[src/rtl/systolic_pe.sv]
// Output-stationary systolic MAC cell: pops paired west/north operands, forwards them
// east/south, and accumulates their signed products through a two-stage pipeline.
module systolic_pe #(
    parameter int DW = 16,
    parameter int AW = 40,
    parameter int CW = 16
) (
    input  logic          clk,
    input  logic          rst,
    input  logic          start,
    input  logic [CW-1:0] mac_num,
    input  logic          is,
    input  logic          a_rv,
    input  logic          b_rv,
    input  logic [DW-1:0] a_din,
    input  logic [DW-1:0] b_din,
    output logic          a_re,
    output logic          b_re,
    input  logic          a_ff,
    input  logic          b_ff,
    output logic          a_we,
    output logic          b_we,
    output logic [DW-1:0] a_dout,
    output logic [DW-1:0] b_dout,
    output logic          busy,
    output logic          acc_vld,
    input  logic          acc_rdy,
    output logic [AW-1:0] acc
);

    typedef enum logic [1:0] {
        IDLE  = 2'd0,
        RUN   = 2'd1,
        DRAIN = 2'd2,
        DONE  = 2'd3
    } state_t;

    state_t                 state_q, state_d;
    logic [CW-1:0]          rem_q, rem_d;
    logic [AW-1:0]          acc_q, acc_d;
    logic signed [2*DW-1:0] prod_q, prod_d;
    logic                   prod_vld_q, prod_vld_d;
    logic                   fwd_vld_q, fwd_vld_d;
    logic [DW-1:0]          a_dout_q, a_dout_d;
    logic [DW-1:0]          b_dout_q, b_dout_d;
    logic                   fire;

    // Both operands move together or not at all; reset blocks any pop in its cycle.
    assign fire = ~rst && (state_q == RUN) && a_rv && b_rv && ~a_ff && ~b_ff && ~is
                  && (rem_q != '0);

    always_comb begin
        state_d    = state_q;
        rem_d      = rem_q;
        acc_d      = acc_q;
        prod_d     = prod_q;
        a_dout_d   = a_dout_q;
        b_dout_d   = b_dout_q;
        prod_vld_d = fire;
        fwd_vld_d  = fire;

        if (fire) begin
            prod_d   = (2*DW)'($signed(a_din)) * (2*DW)'($signed(b_din));
            a_dout_d = a_din;
            b_dout_d = b_din;
            rem_d    = rem_q - CW'(1);
        end

        // Sign-extended add; the accumulator wraps modulo 2^AW.
        if (prod_vld_q) begin
            acc_d = acc_q + AW'(prod_q);
        end

        unique case (state_q)
            IDLE: begin
                if (start) begin
                    rem_d   = mac_num;
                    acc_d   = '0;
                    state_d = (mac_num == '0) ? DONE : RUN;
                end
            end
            RUN: begin
                if (fire && (rem_q == CW'(1))) begin
                    state_d = DRAIN;
                end
            end
            DRAIN: begin
                if (!prod_vld_q && !fwd_vld_q) begin
                    state_d = DONE;
                end
            end
            DONE: begin
                if (acc_rdy) begin
                    state_d = IDLE;
                end
            end
            default: state_d = IDLE;
        endcase
    end

    // NOTE: state registers use non-blocking assignments so every flop samples the
    // pre-edge value of every other flop, independent of statement order.
    always_ff @(posedge clk) begin
        if (rst) begin
            state_q    <= IDLE;
            rem_q      <= '0;
            acc_q      <= '0;
            prod_q     <= '0;
            prod_vld_q <= 1'b0;
            fwd_vld_q  <= 1'b0;
            a_dout_q   <= '0;
            b_dout_q   <= '0;
        end else begin
            state_q    <= state_d;
            rem_q      <= rem_d;
            acc_q      <= acc_d;
            prod_q     <= prod_d;
            prod_vld_q <= prod_vld_d;
            fwd_vld_q  <= fwd_vld_d;
            a_dout_q   <= a_dout_d;
            b_dout_q   <= b_dout_d;
        end
    end

    assign a_re    = fire;
    assign b_re    = fire;
    assign a_we    = fwd_vld_q;
    assign b_we    = fwd_vld_q;
    assign a_dout  = a_dout_q;
    assign b_dout  = b_dout_q;
    assign busy    = (state_q != IDLE);
    assign acc_vld = (state_q == DONE);
    assign acc     = acc_q;

endmodule

[config.mk]
export PLATFORM = sky130hd
export DESIGN_NAME = systolic_pe
export DESIGN_NICKNAME = d
export VERILOG_FILES = /design/src/rtl/systolic_pe.sv
export SDC_FILE = /design/constraint.sdc
export NUM_CORES = 1
export LEC_CHECK = 0
export BUFFER_PORTS_ARGS = -buffer_cell sky130_fd_sc_hd__buf_2
export CAP_MARGIN = 10
export CORE_MARGIN = 2
export CORE_UTILIZATION = 57
export CTS_BUF_LIST = sky130_fd_sc_hd__clkbuf_16
export DETAILED_ROUTE_END_ITERATION = 6
export PLACE_DENSITY = 0.81
export REMOVE_ABC_BUFFERS = 1
export SLEW_MARGIN = 25
export SYNTH_ARGS = -nofsm -noshare
export SYNTH_HDL_FRONTEND = slang
export SYNTH_SLANG_ARGS = --single-unit
[constraint.sdc]
create_clock -name clk -period 6 [get_ports clk]
set_input_delay 0 -clock clk [delete_from_list [all_inputs] [get_ports clk]]
set_output_delay 0 -clock clk [all_outputs]
set_load 0.02 [all_outputs]
==> qor.txt <==
Status -> finished, final reports clean
Grt total ovfl -> 0
Synth unique cells -> 77
Post-synthesis register bit count -> 123
Placed insts -> 2,354
Switching power total -> 5.80 mW
H-tree depth -> 4
Leakage -> 9.03 nW
Layout fillers -> 2,316
EDFF count, synth -> 0
Synth area leader -> fa_1
Io pins -> 135
IO buf count -> 134
Cell-internal power -> 5.77 mW
Worst Hold Path Cells -> 3
Busiest layer in global routing -> met2
Setup Buffers After CTS -> 0
Reg clk slew, reported paths -> 60 ps
Required @ worst endpoint -> 6310 ps
Core area -> 28,600 µm²
ANT nets after route -> 0
Post-synth top flop -> dfxtp_1
Initial antenna violation count -> 0
Fmax achieved -> 171 MHz
Initial DRT Pass Iterations -> 5
Min Tclk post-route -> 5830 ps
Grt met2 use -> 0.496
# setup viols final -> 0
Sequential cell area -> 2460 µm²
Fraction of layout cells with a size suffix above 1 -> 0.113
Mean Syn Cell Area -> 8.77 µm²
Core Util, Final -> 0.646
Max Cap Violations -> 0
Num CTS Buffers -> 17
Clk root buf -> clkbuf_16
Fin. max-slew vios -> 0
Synth Cell Area -> 16,500 µm²
Switching Fraction -> 0.501
Sequential share of the synthesized area -> 0.149
CP Capture Type -> flip-flop
Tcrit/Tclk final -> 0.972
Diodes inserted -> 0
Min Hold Slack -> 20.0 ps
Gr usage total -> 0.283
WS Path Type -> primary input to flip-flop
Die H -> 174 µm
Met1 usage -> 0.354
VDD IR-drop max -> 1.05 mV
Starting Density -> 0.576
CTS tree -> built
Worst-skew pair later-pin latency -> 430 ps
Critical Path AT -> 6140 ps
First-pass GRT wire length -> 69.3 mm
R2R depth -> 10
Die area -> 30,300 µm²
Hold crit path type -> primary input to flip-flop
Met3 usage -> 0.0378
Largest net degree at the start of global routing -> 95
Top-count cell post-synth -> inv_1
DR iter-0 viols -> 844
Final nets -> 2,464
Synth warn -> 0
Combinational fraction of design power -> 0.834
CTS sink cnt -> 123
Max_slew headroom -> 0.308
Post-Route WL -> 41.4 mm
DRC viols -> 0
Worst-margin pin slew -> 1030 ps
Fin Setup TNS -> 0 ps
Multi-input logic area -> 12,600 µm²
List of most frequent post-synthesis cells -> inv_1, fa_1, nand2_1
Gpl congestion -> 0.922
Syn Inst Count -> 1,881
HPWL after detailed placement -> 32.0 mm
Cell area power density -> 626 nW/µm²
Top cells by area, synth -> fa_1, dfxtp_1, ha_1
Synth top area share -> 0.319
Vias per cell -> 5.68
Via count -> 13,700
Final Skew -> 10.9 ps
Vias in the first global route -> 14,445
Layout Cells excl Fill -> 2,412
Fin. Hold Viols -> 0
Clock power frac -> 0.087
Row count -> 62
Synth async-reset ratio -> 0
Area grow syn2layout -> 12.1%
Die W -> 174 µm
Sequential share of power -> 0.079
CTS max path bufs -> 2
DR WL/cell -> 17.2 µm
Worst-path maximum fanout -> 13
Critical Path Start Type -> primary input
==> placed cells by master, fill, tap and decap left out, types with 5 or more instances in the layout <==
cell and count:
nand2_1 239, nand3b_1 11, buf_2 126, a21o_1 27, mux2i_1 30, nor4_1 9
nand4_1 8, ha_1 127, dlygate4sd3_1 27, a21oi_1 103, o21ai_0 56, buf_4 32
o21bai_1 9, nand3_1 38, o31ai_1 5, a21oi_2 5, nand2b_1 10, dfxtp_1 122
clkbuf_16 17, or4b_1 5, nor3_1 25, xnor2_1 42, and3_1 7, xor2_1 29
nor2b_1 6, fa_1 262, o21ai_1 6, inv_1 305, a211oi_1 18, nor2_1 87
a31oi_1 11, or3_1 5, o21a_1 10, nor3b_1 6, and2_1 119
==> worst paths after layout <==
path	start	slack, ps	end
max reg2reg	state_q[1]$_SDFFE_PP0P_	2750	state_q[1]$_SDFFE_PP0P_
min reg2reg	b_dout[5]$_SDFFE_PP0P_	450	b_dout[5]$_SDFFE_PP0P_
min	a_din[0]	20	a_dout[0]$_SDFFE_PP0P_
max	a_din[5]	170	prod_q[30]$_SDFFE_PP0P_
==> metrics by stage <==
stage / power (mW) / setup WS [ps] / area [µm²]
after floorplan: 8.06 / 533 / 16200
after global placement: 10.1 / 166 / 17600
after detailed placement: 10.3 / 74.5 / 17600
after CTS: 11.4 / 34.3 / 18400
after global routing: 12.9 / -19.2 / 18500
final: 11.6 / 168 / 18500
==> routing by layer <==
layer | share of wire | vias up | wire length, µm
li1 | - | 6295 | -
met1 | 0.40 | 6764 | 16600
met2 | 0.50 | 520 | 20800
met3 | 0.061 | 121 | 2520
met4 | 0.036 | 0 | 1500
met5 | 0 | - | 0
==> worst max-delay path, cell delays in order <==
cell,delay (ps)
dlygate4sd3_1,540
clkbuf_4,230
buf_4,180
and2_1,160
fa_1,470
fa_1,600
ha_1,160
inv_1,50
fa_1,490
inv_1,60
fa_1,530
inv_1,50
fa_1,470
inv_1,40
ha_1,330
a2111oi_2,380
o21ai_1,160
nand3_1,230
a21oi_1,150
o221a_2,300
o41ai_2,240
mux2i_1,230
nand3_1,80
==> final cells by class <==
class                           count  area share
Clock inverter                     14     0.00792
Inverter                          306      0.0621
Multi-Input combinational cell   1376       0.682
Tap cell                          384      0.0260
Clock buffer                       17      0.0230
Timing Repair Buffer              192      0.0658
Sequential cell                   123       0.133
==> state kept, by name, summed over array words and instances (netlist names) <==
| name | count |
|---|---|
| prod_q | 32 |
| state_q | 2 |
| acc | 40 |
| a_dout | 16 |
| b_dout | 16 |
| rem_q | 16 |
| a_we | 1 |
==> power groups by stage <==
stage / combinational [mW] / sequential (mW) / clock (mW)
after detailed placement: 9.41 / 0.926 / 0
after floorplan: 7.15 / 0.915 / 0
after CTS: 9.48 / 0.909 / 1.02
after global routing: 10.9 / 0.916 / 1.06
after global placement: 9.23 / 0.923 / 0
final: 9.65 / 0.910 / 1.01
==> cell families after synthesis <==
logic type,after synthesis,share of synthesized area
DFF,123,0.149
adders and majority gates,391,0.416
and+or+nand+nor,588,0.173
muxes,30,0.0182
buffers and inverters,382,0.0883
xor gates and xnor gates,71,0.0377
AOI/OAI and AO/OA,296,0.117
==> what timing repair did <==
item,CTS,global route
endpoints found under the hold margin,27,0
gates resized for setup,0,26
endpoints found under the setup margin,0,7
hold buffers,27,0
Note: power is estimated with default switching activity, not from simulation.
